==> src/rtl/psi_inv_table_gen_if.sv <==
// Handshake and read-port bundle for psi_inv_table_gen: generation control plus the registered table read port.
interface psi_inv_table_gen_if #(
  parameter int W    = 17,
  parameter int LOGN = 5
);
  logic            start;
  logic            busy;
  logic            done;
  logic            table_valid;
  logic            rd_en;
  logic [LOGN-1:0] rd_addr;
  logic            rd_valid;
  logic [W-1:0]    rd_data;

  modport master (
    output start, rd_en, rd_addr,
    input  busy, done, table_valid, rd_valid, rd_data
  );

  modport slave (
    input  start, rd_en, rd_addr,
    output busy, done, table_valid, rd_valid, rd_data
  );
endinterface

==> src/rtl/psi_inv_table_gen.sv <==
// Builds psi^-k mod 65537 (k=0..31) in 33 cycles; 1-cycle registered reads, accepted only while idle with a valid table.
// Optional PSI_INV_BITREV_EN stores entry k at bit-reverse5(k) instead of k.
module psi_inv_table_gen (
  input  logic               clk,
  input  logic               rst,
  psi_inv_table_gen_if.slave bus
);
  localparam int         W    = 17;
  localparam int         N    = 32;
  localparam int         LOGN = 5;
  localparam logic [W:0] Q    = 18'd65537;

  typedef enum logic [1:0] {IDLE, GEN, DONE} state_t;

  state_t            state, state_nxt;
  logic [W-1:0]      acc;
  logic [LOGN-1:0]   k;
  logic [W-1:0]      tbl [N];
  logic              busy_q, done_q, tv_q, rd_valid_q;
  logic [W-1:0]      rd_data_q;
  logic [W:0]        acc_sum;
  logic [W-1:0]      acc_half;
  logic              rd_acc;

  function automatic logic [LOGN-1:0] waddr(input logic [LOGN-1:0] kk);
    logic [LOGN-1:0] r;
    r = kk;
`ifdef PSI_INV_BITREV_EN
    for (int i = 0; i < LOGN; i++) r[i] = kk[LOGN-1-i];
`endif
    return r;
  endfunction

  // Halving mod Q: odd values borrow one Q so the shift is exact; sum needs 18 bits.
  always_comb begin
    acc_sum  = acc[0] ? ({1'b0, acc} + Q) : {1'b0, acc};
    acc_half = W'(acc_sum >> 1);
  end

  assign rd_acc = bus.rd_en && tv_q && (state == IDLE);

  always_comb begin
    state_nxt = state;
    case (state)
      IDLE:    if (bus.start) state_nxt = GEN;
      GEN:     if (k == LOGN'(N-1)) state_nxt = DONE;
      DONE:    state_nxt = IDLE;
      default: state_nxt = IDLE;
    endcase
  end

  always_ff @(posedge clk or posedge rst) begin
    if (rst) begin
      state      <= IDLE;
      acc        <= '0;
      k          <= '0;
      busy_q     <= 1'b0;
      done_q     <= 1'b0;
      tv_q       <= 1'b0;
      rd_valid_q <= 1'b0;
      rd_data_q  <= '0;
      for (int i = 0; i < N; i++) tbl[i] <= '0;
    end else begin
      state      <= state_nxt;
      busy_q     <= (state == GEN);
      done_q     <= (state == DONE);
      rd_valid_q <= rd_acc;
      if (rd_acc) rd_data_q <= tbl[bus.rd_addr];
      case (state)
        IDLE: if (bus.start) begin
          acc  <= W'(1);
          k    <= '0;
          tv_q <= 1'b0;
        end
        GEN: begin
          tbl[waddr(k)] <= acc;
          acc           <= acc_half;
          k             <= k + 1'b1;
        end
        DONE:    tv_q <= 1'b1;
        default: ;
      endcase
    end
  end

  assign bus.busy        = busy_q;
  assign bus.done        = done_q;
  assign bus.table_valid = tv_q;
  assign bus.rd_valid    = rd_valid_q;
  assign bus.rd_data     = rd_data_q;
endmodule
==> src/flat_wrapper.sv <==
// flat-port wrapper written by rule: the top's interface ports become plain ports
module psi_inv_table_gen_flat 
  (clk, rst, bus_start, bus_rd_en, bus_rd_addr, bus_busy, bus_done, bus_table_valid, bus_rd_valid, bus_rd_data);
  psi_inv_table_gen_if bus_i ();
  input  logic clk;
  input  logic rst;
  input wire logic [$bits(bus_i.start)-1:0] bus_start;
  input wire logic [$bits(bus_i.rd_en)-1:0] bus_rd_en;
  input wire logic [$bits(bus_i.rd_addr)-1:0] bus_rd_addr;
  output wire logic [$bits(bus_i.busy)-1:0] bus_busy;
  output wire logic [$bits(bus_i.done)-1:0] bus_done;
  output wire logic [$bits(bus_i.table_valid)-1:0] bus_table_valid;
  output wire logic [$bits(bus_i.rd_valid)-1:0] bus_rd_valid;
  output wire logic [$bits(bus_i.rd_data)-1:0] bus_rd_data;
  assign bus_i.start = bus_start;
  assign bus_i.rd_en = bus_rd_en;
  assign bus_i.rd_addr = bus_rd_addr;
  assign bus_busy = bus_i.busy;
  assign bus_done = bus_i.done;
  assign bus_table_valid = bus_i.table_valid;
  assign bus_rd_valid = bus_i.rd_valid;
  assign bus_rd_data = bus_i.rd_data;
  psi_inv_table_gen u_core (.clk(clk), .rst(rst), .bus(bus_i));
endmodule
==> config.mk <==
export PLATFORM = sky130hd
export DESIGN_NAME = psi_inv_table_gen_flat
export DESIGN_NICKNAME = d
export VERILOG_FILES = /design/src/rtl/psi_inv_table_gen_if.sv /design/src/rtl/psi_inv_table_gen.sv /design/src/flat_wrapper.sv
export SDC_FILE = /design/constraint.sdc
export NUM_CORES = 1
export LEC_CHECK = 0
export CAP_MARGIN = 20
export CORE_MARGIN = 2
export CORE_UTILIZATION = 40
export CTS_CLUSTER_DIAMETER = 120
export DETAILED_ROUTE_END_ITERATION = 10
export GPL_ROUTABILITY_DRIVEN = 0
export HOLD_SLACK_MARGIN = 0.12
export PLACE_DENSITY = 0.58
export SYNTH_ARGS = -nofsm -noshare
export SYNTH_HDL_FRONTEND = slang
export SYNTH_SLANG_ARGS = --single-unit
==> constraint.sdc <==
create_clock -name clk -period 21.4 [get_ports clk]
set_clock_uncertainty 0.1 [all_clocks]
set_input_delay 3.21 -clock clk [delete_from_list [all_inputs] [get_ports clk]]
set_output_delay 3.21 -clock clk [all_outputs]
set_load 0.02 [all_outputs]
==> flow_metrics.tcl, run 1 <==
set metrics [dict create \
    syn_nets 1745 \
    vias 14989 \
    crit_chain "buf_8 > buf_4 > buf_4 > mux4_2 > o22ai_1 > nor4_1 > mux2_2" \
    outcome "finished, final reports clean" \
    crit_family "buffers and inverters" \
    cp_slowest_stage_delay_ps 850 \
    cts_sinks 589 \
    antenna_found_initial 0 \
    cap_viol_max_count 0 \
    rr_endpoint "u_core.tbl[57]$_DFFE_PP0P_" \
    p_switching_uw 1320 \
    grt_pass1_vias 15863 \
    area_delta_synth_final_pct 12.9 \
    cts_resized 0 \
    cp.required_ps 21760 \
    power.internal_uw 2970 \
    r2r-start "u_core.state[0]$_DFFE_PP0P_" \
    wl_per_cell_um 25.0 \
    worstSetupEndpointType "register" \
    setup_viol_count_final 0 \
    timing.final.hold_violations 0 \
    grt_pass1_wl_um 103000 \
    synth_ff_type "dfrtp_1" \
    async_flop_share 1.00 \
    pwr-share-seq 0.437 \
    synth_cell_types 44 \
    cp_max_fo 52 \
    vias_per_cell 5.68 \
    clockPowerShare 0.264 \
    peakVddDrop_uv 67.8 \
    grt_max_degree 128 \
    synth-xor-area-share 0.00265 \
    avgSynthCellArea_um2 15.3 \
    cpMaxStageDelayCell "buf_4" \
    slew-limit-headroom 0.230 \
    worstPathArrival_ps 6720 \
    io_pins 30 \
    seq_area_frac_synth 0.558 \
    yosys.area.top_type_share 0.558 \
    path_clk_slew_ps 50 \
    cts.htree.levels 3 \
    io_buffers 29 \
    synth_mux_area_frac 0.341 \
    initial_core_util 0.403 \
    dieArea_um2 68100 \
    finalSetupTns_ps 0 \
    rows 94 \
    worstMarginPinSlew_ps 1150 \
    fin_crit_sh 0.297 \
    n_fill_cell 5696 \
    clk_path_buf_depth 3 \
    hold_path_class "register to register" \
    drt_wl_total_um 66000 \
    crit_top_cell "buf_4" \
    dpl.hpwl_um 39500 \
    worstSetupEndpoint "u_core.bus.rd_data[13]$_DFFE_PP0P_" \
    synthCells 1730 \
    num_antenna_cells 0 \
    ant_nets 0 \
    cts_buffers 67 \
    power_density_nw_per_um2 144 \
    p_sw_frac 0.307 \
    insertion_delay_ps 590 \
    final-max-slew-violation-count 0 \
    die_x_um 261 \
    p_leak_uw 0.0130 \
    drive_gt1_frac 0.481 \
    worstRegToRegCells 5 \
    startpoint_type "input port" \
    synth_compound_area_frac 0.0319 \
    synth_adder_area_share 0.00284 \
    cts_root_buf "clkbuf_16" \
    layout.nets 1744 \
    synth_top_cell_by_area "dfrtp_1" \
    regToRegSetupSlack_ps 17860 \
    post-route-util 0.455 \
    synth_area_leaders "dfrtp_1 (56%), mux2_2 (22%), mux4_2 (12%)" \
    crit_buf_inv 3 \
    combinationalPowerShare 0.300 \
    synth_top_family_by_area "multiplexers" \
    synth_area_um2 26400 \
    whs_ps 377 \
    grt.total_usage 0.202 \
    core_um2 65500 \
    cts_tree "yes" \
    rsz0062_at_grt "no" \
    ys.warnings.count 0 \
    cts_hold_buf 0 \
    max_freq_mhz 157 \
    synth_edf_count 0 \
    cp.depth 7 \
    path_class "input port to register" \
    synthSimpleGateAreaFrac 0.0334 \
    post_cts_buffers 0 \
    synth-seq-cells 589 \
    overflow 0 \
    route.detailed.drc 0 \
    fp.dieH_um 261 \
    worstSetupStartpoint "bus_rd_addr[0]" \
    drt_iter0_drc 1003 \
    layout_min_cycle_time_ps 6360 \
    first_pass_iters 5 \
]
[metrics by stage]
stage / power (uW) / area (um^2) / cells / setup WS (ps)
2_1_floorplan: 2780 / 26400 / 1730 / 1610
3_3_place_gp: 3090 / 27400 / 2514 / 14290
3_5_place_dp: 3160 / 27400 / 2516 / 14270
4_1_cts: 4310 / 29600 / 2633 / 14900
5_1_grt: 4540 / 29800 / 2641 / 14660
6_report: 4290 / 29800 / 2641 / 15040
[power by group through the flow]
stage	Sequential [uW]	Clock, uW	Combinational, uW
floorplan	1780	0	999
global placement	1900	0	1190
detailed placement	1920	0	1240
CTS	1900	1160	1240
global route	1930	1210	1390
finish	1870	1130	1290
[flip-flops by register name (all words and copies together) (netlist names)]
name / cells
u_core.k: 5
u_core.bus.rd_data: 17
u_core.bus.table_valid: 1
u_core.bus.rd_valid: 1
u_core.bus.busy: 1
u_core.bus.done: 1
u_core.tbl: 544
u_core.acc: 17
u_core.state: 2
[cells in the mapped netlist, types with 4 or more instances]
cell / n
nand3_2: 12
nor2_1: 14
nor4_1: 17
nand2_1: 62
nor2_2: 16
clkbuf_1: 73
a32o_1: 5
buf_6: 7
xnor2_1: 4
inv_1: 8
buf_4: 18
ha_1: 6
o22ai_1: 68
nand3b_1: 6
mux4_2: 136
buf_2: 47
xor2_1: 4
mux2_2: 526
buf_1: 8
nand3_1: 18
dfrtp_1: 589
o21ai_0: 52
[worst register-to-register path: stages (launching register included)]
cell	delay, ps
dfrtp_1	610
nand2_1	470
inv_2	750
nand2_1	370
nor2_4	690
mux2_2	450
[kinds of logic after synthesis]
| kind of cell | count (synthesis) |
|---|---|
| xor+xnor | 8 |
| buf+inv | 162 |
| flops | 589 |
| simple gates | 162 |
| mux | 663 |
| compound gates | 140 |
| fa+ha+maj | 6 |
[how the worst min path moves through the flow]
stage               depth (start not counted)                     endpoint  slack (ps)                   startpoint
floorplan                                   2  u_core.tbl[221]$_DFFE_PP0P_         340  u_core.tbl[221]$_DFFE_PP0P_
global placement                            2  u_core.tbl[510]$_DFFE_PP0P_         360  u_core.tbl[510]$_DFFE_PP0P_
detailed placement                          2  u_core.tbl[505]$_DFFE_PP0P_         370  u_core.tbl[505]$_DFFE_PP0P_
CTS                                         2  u_core.tbl[340]$_DFFE_PP0P_         380  u_core.tbl[340]$_DFFE_PP0P_
global route                                2  u_core.tbl[340]$_DFFE_PP0P_         400  u_core.tbl[340]$_DFFE_PP0P_
finish                                      2  u_core.tbl[250]$_DFFE_PP0P_         380  u_core.tbl[250]$_DFFE_PP0P_
[placed cells by master (no fill, tap or decap), types with 4 or more instances in the layout]
cell and count:
dfrtp_1 589, buf_4 44, mux4_2 136, clkbuf_8 15, o22ai_1 68, xnor2_1 4, nand3_1 18, o21ai_0 52
nand3b_1 6, a32o_1 5, clkbuf_16 69, clkbuf_1 16, nor2_1 14, nand2_1 62, mux2_2 526, nand3_2 12
nor2_2 15, clkinv_2 8, ha_1 6, xor2_1 4, nor4_1 17, clkdlybuf4s50_1 27, inv_1 7, buf_16 8
[metal layers]
| metal | GRT usage | part of all wire |
|---|---|---|
| met5 | 0 | 0 |
| met4 | 0.0543 | 0.023 |
| met3 | 0.0370 | 0.048 |
| met2 | 0.316 | 0.47 |
| met1 | 0.291 | 0.46 |
[cell type report]
| cell class | count | area (um^2) | area share |
|---|---|---|---|
| sequential | 589 | 14700 | 0.495 |
| clock buffer | 100 | 1990 | 0.0669 |
| multi-input combinational | 979 | 10900 | 0.365 |
| timing repair buffer | 83 | 877 | 0.0294 |
| tap | 864 | 1080 | 0.0363 |
| clock inverter | 17 | 180 | 0.00605 |
| inverter | 9 | 41.3 | 0.00139 |
Note: power is estimated with default switching activity, not from simulation.
==> run 2, diff against run 1 <==
==> constraint.sdc (replaced) <==
create_clock -name clk -period 6.45 [get_ports clk]
set_clock_uncertainty 0.1 [all_clocks]
set_input_delay 0.9675 -clock clk [delete_from_list [all_inputs] [get_ports clk]]
set_output_delay 0.9675 -clock clk [all_outputs]
set_load 0.02 [all_outputs]
==> run 2 against run 1 <==
Total power rose to 3.2 times the previous value. Sequential power rose to 3.3 times the previous value. Setup slack worse by 12000 ps. Critical path depth down 1. Highest routed layer is now met5.
==> flow_metrics.tcl, run 2 (synthesis gave the netlist of run 1 again) <==
set metrics [dict create \
    timing.final.hold_violations 0 \
    core_um2 65500 \
    die_x_um 261 \
    worstPathArrival_ps 3940 \
    cts_root_buf "clkbuf_16" \
    p_switching_uw 4360 \
    first_pass_iters 5 \
    p_sw_frac 0.313 \
    io_pins 30 \
    whs_ps 379 \
    crit_family "simple AND/OR/NAND/NOR gates" \
    slew-limit-headroom 0.303 \
    layout_min_cycle_time_ps 3540 \
    largest_reg_flops 544 \
    power.internal_uw 9550 \
    n_fill_cell 5736 \
    preCtsSetupSlack_ps 2700 \
    cts.htree.levels 2 \
    antenna_found_initial 1 \
    worstSetupEndpointType "register" \
    final-max-slew-violation-count 0 \
    r2r-start "u_core.state[0]$_DFFE_PP0P_" \
    cts_hold_buf 0 \
    seqCellArea_um2 14700 \
    regToRegSetupSlack_ps 2910 \
    overflow 0 \
    power.total_uw 13900 \
    setup_ws_ps 2910 \
    rsz0062_at_grt "no" \
    final_cell_mix "dfrtp_1 (589), mux2_2 (526), mux4_2 (136)" \
    hold_path_class "register to register" \
    cap_viol_max_count 0 \
    cp_slowest_stage_delay_ps 650 \
    max_freq_mhz 283 \
    io_buffers 29 \
    crit_top_cell "nand2_1" \
    area_delta_synth_final_pct 11.8 \
    p_leak_uw 0.0128 \
    cp.required_ps 6860 \
    path_class "register to register" \
    cts_sinks 589 \
    cts_resized 0 \
    outcome "finished, final reports clean" \
    hold_depth 2 \
    post_cts_buffers 0 \
    drt_wl_total_um 68200 \
    num_antenna_cells 0 \
    use_met3 0.0281 \
    power_density_nw_per_um2 472 \
    dieArea_um2 68100 \
    hold_path.startpoint "u_core.tbl[476]$_DFFE_PP0P_" \
    setup_viol_count_final 0 \
    multi_input_area_um2 10900 \
    rows 94 \
    route.detailed.drc 0 \
    cp_max_fo 35 \
    vias_per_cell 5.75 \
    ant_nets 0 \
    cpMaxStageDelayCell "inv_2" \
    worstRegToRegCells 6 \
    pwr-share-seq 0.449 \
    startpoint_type "register" \
    top_register "u_core.tbl" \
    fin_crit_sh 0.548 \
    rr_endpoint "u_core.tbl[20]$_DFFE_PP0P_" \
    cts_tree "yes" \
    hold-path-endpoint "u_core.tbl[476]$_DFFE_PP0P_" \
    wl_per_cell_um 26.0 \
    met2_usage 0.334 \
    final_common_cell "dfrtp_1" \
    dpl.hpwl_um 39400 \
    insertion_delay_ps 640 \
    clk_path_buf_depth 3 \
    dp.cells 2510 \
    worstMarginPinSlew_ps 1050 \
    crit_buf_inv 2 \
    drive_gt1_frac 0.474 \
    peakVddDrop_uv 256 \
    clockPowerShare 0.248 \
    combinationalPowerShare 0.303 \
    vias 15085 \
    globalRoute.busiestLayer "met2" \
    fp.dieH_um 261 \
    grt_max_degree 181 \
    crit_chain "nand2_1 > inv_2 > nand2_1 > nor2_2 > buf_4 > mux2_2" \
    path_clk_slew_ps 60 \
    layout.nets 1727 \
    stdcell_count 2623 \
    grt_pass1_wl_um 103000 \
    grt.total_usage 0.205 \
    drt_iter0_drc 924 \
    grt_use_met1 0.289 \
    cts_buffers 61 \
    initial_core_util 0.403 \
    grt_pass1_vias 15994 \
]
[run 2: changes by cell type in the layout (fill, tap and decap cells not counted), moves of 3 or more]
| cell | before | now |
|---|---|---|
| bufinv_16 | 3 | 0 |
| clkbuf_8 | 15 | 18 |
| clkbuf_1 | 16 | 20 |
| buf_4 | 44 | 32 |
| nor2_2 | 15 | 8 |
| buf_12 | 0 | 7 |
| clkbuf_16 | 69 | 63 |
| buf_16 | 8 | 3 |
| nor2_4 | 1 | 8 |
[run 2: how the worst max path moves through the flow]
| stage | endpoint | cells after the start | slack [ps] | start |
|---|---|---|---|---|
| floorplan | u_core.acc[0]$_DFFE_PP0P_ | 1 | -2650 | rst |
| global placement | u_core.bus.rd_data[11]$_DFFE_PP0P_ | 6 | 2700 | bus_rd_addr[0] |
| detailed placement | u_core.bus.rd_data[11]$_DFFE_PP0P_ | 6 | 2700 | bus_rd_addr[0] |
| CTS | u_core.tbl[24]$_DFFE_PP0P_ | 6 | 2940 | u_core.state[0]$_DFFE_PP0P_ |
| global route | u_core.tbl[24]$_DFFE_PP0P_ | 6 | 2690 | u_core.state[0]$_DFFE_PP0P_ |
| finish | u_core.tbl[20]$_DFFE_PP0P_ | 6 | 2910 | u_core.state[0]$_DFFE_PP0P_ |
[run 2: worst reg2reg max path, stage by stage, from the launching register on]
cell,delay [ps]
dfrtp_1,560
nand2_1,410
inv_2,650
nand2_1,380
nor2_2,620
buf_4,330
mux2_2,360
[run 2: layout make-up]
class | count | share of cell area
timing repair buffer | 72 | 0.0263
tap | 864 | 0.0367
clock buffer | 101 | 0.0644
multi-input combinational | 979 | 0.370
clock inverter | 9 | 0.00178
inverter | 9 | 0.00127
sequential | 589 | 0.500
[run 2: power groups by stage]
stage,logic [uW],registers (uW),clock network (uW)
after floorplan,3310,5910,0
after global placement,4010,6260,0
after detailed placement,4170,6330,0
after CTS,4180,6270,3530
after global routing,4550,6430,3690
final,4220,6240,3450
[run 2: routing by layer]
metal | share of wire | routed length [um]
met1 | 0.45 | 31000
met2 | 0.48 | 32800
met3 | 0.041 | 2820
met4 | 0.024 | 1620
met5 | 0.00040 | 27
[run 2: stage by stage]
step / instance area [um^2] / utilization / TNS, ps
after detailed placement: 27500 / 0.420 / 0
after global routing: 29500 / 0.450 / 0
after floorplan: 26400 / - / -1559000
after CTS: 29400 / 0.449 / 0
final: 29500 / 0.450 / 0
after global placement: 27400 / 0.419 / 0
==> run 3, diff against run 2 <==
--- a/config.mk
+++ b/config.mk
@@ -12,7 +12,7 @@
 export DETAILED_ROUTE_END_ITERATION = 10
 export GPL_ROUTABILITY_DRIVEN = 0
 export HOLD_SLACK_MARGIN = 0.12
-export PLACE_DENSITY = 0.58
+export PLACE_DENSITY = 0.6
 export SYNTH_ARGS = -nofsm -noshare
 export SYNTH_HDL_FRONTEND = slang
 export SYNTH_SLANG_ARGS = --single-unit
==> constraint.sdc (replaced) <==
create_clock -name clk -period 3.1 [get_ports clk]
set_clock_uncertainty 0.1 [all_clocks]
set_input_delay 0.465 -clock clk [delete_from_list [all_inputs] [get_ports clk]]
set_output_delay 0.465 -clock clk [all_outputs]
set_load 0.02 [all_outputs]
==> run 3 against run 2 <==
Sequential share of layout area fell by 0.84 points. Clock power up 120%. Register-to-register slack got worse by 2300 ps. Largest cell class unchanged. Critical endpoint is now u_core.tbl[78]$_DFFE_PP0P_.
==> flow_metrics.tcl, run 3 (synthesis gave the netlist of run 1 again) <==
set metrics [dict create \
    dp.cells 2562 \
    multi_input_area_um2 10900 \
    clk_path_buf_depth 3 \
    worstRegToRegCells 7 \
    cpMaxStageDelayCell "mux2_2" \
    dieArea_um2 68100 \
    core_um2 65500 \
    r2r-start "u_core.state[1]$_DFFE_PP0P_" \
    p_switching_uw 8960 \
    crit_chain "inv_1 > nand2_1 > inv_2 > nand2_1 > nor2_2 > buf_4 > mux2_2" \
    n_fill_cell 5681 \
    worstSetupStartpoint "u_core.state[1]$_DFFE_PP0P_" \
    crit_family "buffers and inverters" \
    layout.nets 1776 \
    grt_max_degree 125 \
    setup_viol_count_final 0 \
    worstPathArrival_ps 2880 \
    cp_slowest_stage_delay_ps 380 \
    cts.htree.levels 2 \
    cp.depth 7 \
    largest_reg_flops 544 \
    outcome "finished, final reports clean" \
    slew-limit-headroom 0.398 \
    first_pass_iters 5 \
    max_freq_mhz 404 \
    clockPowerShare 0.259 \
    regToRegSetupSlack_ps 620 \
    timing.final.hold_violations 0 \
    fin_crit_sh 0.799 \
    drt_wl_total_um 64700 \
    cts_resized 0 \
    final_common_cell "dfrtp_1" \
    finalSetupTns_ps 0 \
    power.internal_uw 20400 \
    die_x_um 261 \
    grt_pass1_vias 16229 \
    rows 94 \
    overflow 0 \
    cp.required_ps 3500 \
    num_antenna_cells 0 \
    cp_max_fo 17 \
    fp.dieH_um 261 \
    crit_top_cell "nand2_1" \
    p_sw_frac 0.306 \
    stdcell_count 2672 \
    path_class "register to register" \
    vias_per_cell 5.68 \
    initial_core_util 0.403 \
    hold_path_class "register to register" \
    rsz0062_at_grt "no" \
    wl_per_cell_um 24.2 \
    power_density_nw_per_um2 977 \
    antenna_found_initial 1 \
    cts_hold_buf 1 \
    path_clk_slew_ps 60 \
    io_pins 30 \
    drt_iter0_drc 958 \
    cts_sinks 589 \
    grt.total_usage 0.197 \
    drive_gt1_frac 0.489 \
    cts_root_buf "clkbuf_16" \
    cts_buffers 60 \
    dpl.hpwl_um 41100 \
    power.total_uw 29300 \
    post_cts_buffers 0 \
    top_register "u_core.tbl" \
    route.detailed.drc 0 \
    area_delta_synth_final_pct 13.7 \
    final_cell_mix "dfrtp_1 (589), mux2_2 (526), mux4_2 (136)" \
    seqCellArea_um2 14700 \
    p_leak_uw 0.0131 \
    cap_viol_max_count 0 \
    worstMarginPinSlew_ps 903 \
    io_buffers 29 \
    pwr-share-seq 0.436 \
    cts_tree "yes" \
    final-max-slew-violation-count 0 \
    worstSetupEndpoint "u_core.tbl[78]$_DFFE_PP0P_" \
    layout_min_cycle_time_ps 2480 \
    startpoint_type "register" \
    vias 15189 \
    insertion_delay_ps 630 \
    combinationalPowerShare 0.305 \
    ant_nets 0 \
    crit_buf_inv 3 \
    rr_endpoint "u_core.tbl[78]$_DFFE_PP0P_" \
    worstSetupEndpointType "register" \
    peakVddDrop_uv 514 \
    grt_pass1_wl_um 101000 \
]
==> run 3: cell types whose count changed in the layout (fill, tap and decap cells not counted), sizes merged <==
cell and delta:
buf +49, clkbuf -9, bufinv +7, dlygate4sd3 +1, inv +1
==> run 3: worst min-delay path by stage <==
stage / from / cells past startpoint / slack (ps) / endpoint
finish: u_core.tbl[233]$_DFFE_PP0P_ / 2 / 370 / u_core.tbl[233]$_DFFE_PP0P_
global route: u_core.tbl[374]$_DFFE_PP0P_ / 2 / 400 / u_core.tbl[374]$_DFFE_PP0P_
CTS: u_core.tbl[233]$_DFFE_PP0P_ / 2 / 380 / u_core.tbl[233]$_DFFE_PP0P_
detailed placement: u_core.tbl[233]$_DFFE_PP0P_ / 2 / 370 / u_core.tbl[233]$_DFFE_PP0P_
global placement: u_core.tbl[233]$_DFFE_PP0P_ / 2 / 360 / u_core.tbl[233]$_DFFE_PP0P_
floorplan: u_core.tbl[221]$_DFFE_PP0P_ / 2 / 340 / u_core.tbl[221]$_DFFE_PP0P_
==> run 3: layer usage <==
metal / up-vias / GRT usage / wire [um]
met4: 0 / 0.0598 / 1560
li1: 6503 / - / -
met3: 93 / 0.0273 / 2770
met2: 333 / 0.310 / 30500
met5: - / 0 / 0
met1: 8260 / 0.285 / 29800
==> run 3: tightest hold or removal path, cell delays in order (launching register included) <==
cell and delay [ps]:
dfrtp_1 340, nand2_1 50, o21ai_0 60
==> run 3: per-stage QoR <==
step | hold WS (ps) | area, um^2 | util | setup WS, ps
4_1_cts | 379 | 30000 | 0.458 | 651
5_1_grt | 403 | 30000 | 0.458 | 484
3_3_place_gp | 357 | 27900 | 0.426 | 369
6_report | 375 | 30000 | 0.458 | 623
2_1_floorplan | 345 | 26400 | - | -5490
3_5_place_dp | 366 | 27900 | 0.426 | 336
==> run 3: layout make-up <==
class / count / area share
Clock inverter: 17 / 0.00893
Sequential cell: 589 / 0.491
Tap cell: 864 / 0.0360
Multi-Input combinational cell: 979 / 0.362
Clock buffer: 92 / 0.0598
Timing Repair Buffer: 122 / 0.0403
Inverter: 9 / 0.00125
==> run 3: power groups by stage <==
stage	combinational, uW	sequential, uW	clock, uW
after floorplan	6890	12300	0
after global placement	8750	12700	0
after detailed placement	9030	12900	0
after CTS	9050	12700	7760
after global routing	9710	13200	8080
final	8960	12800	7580
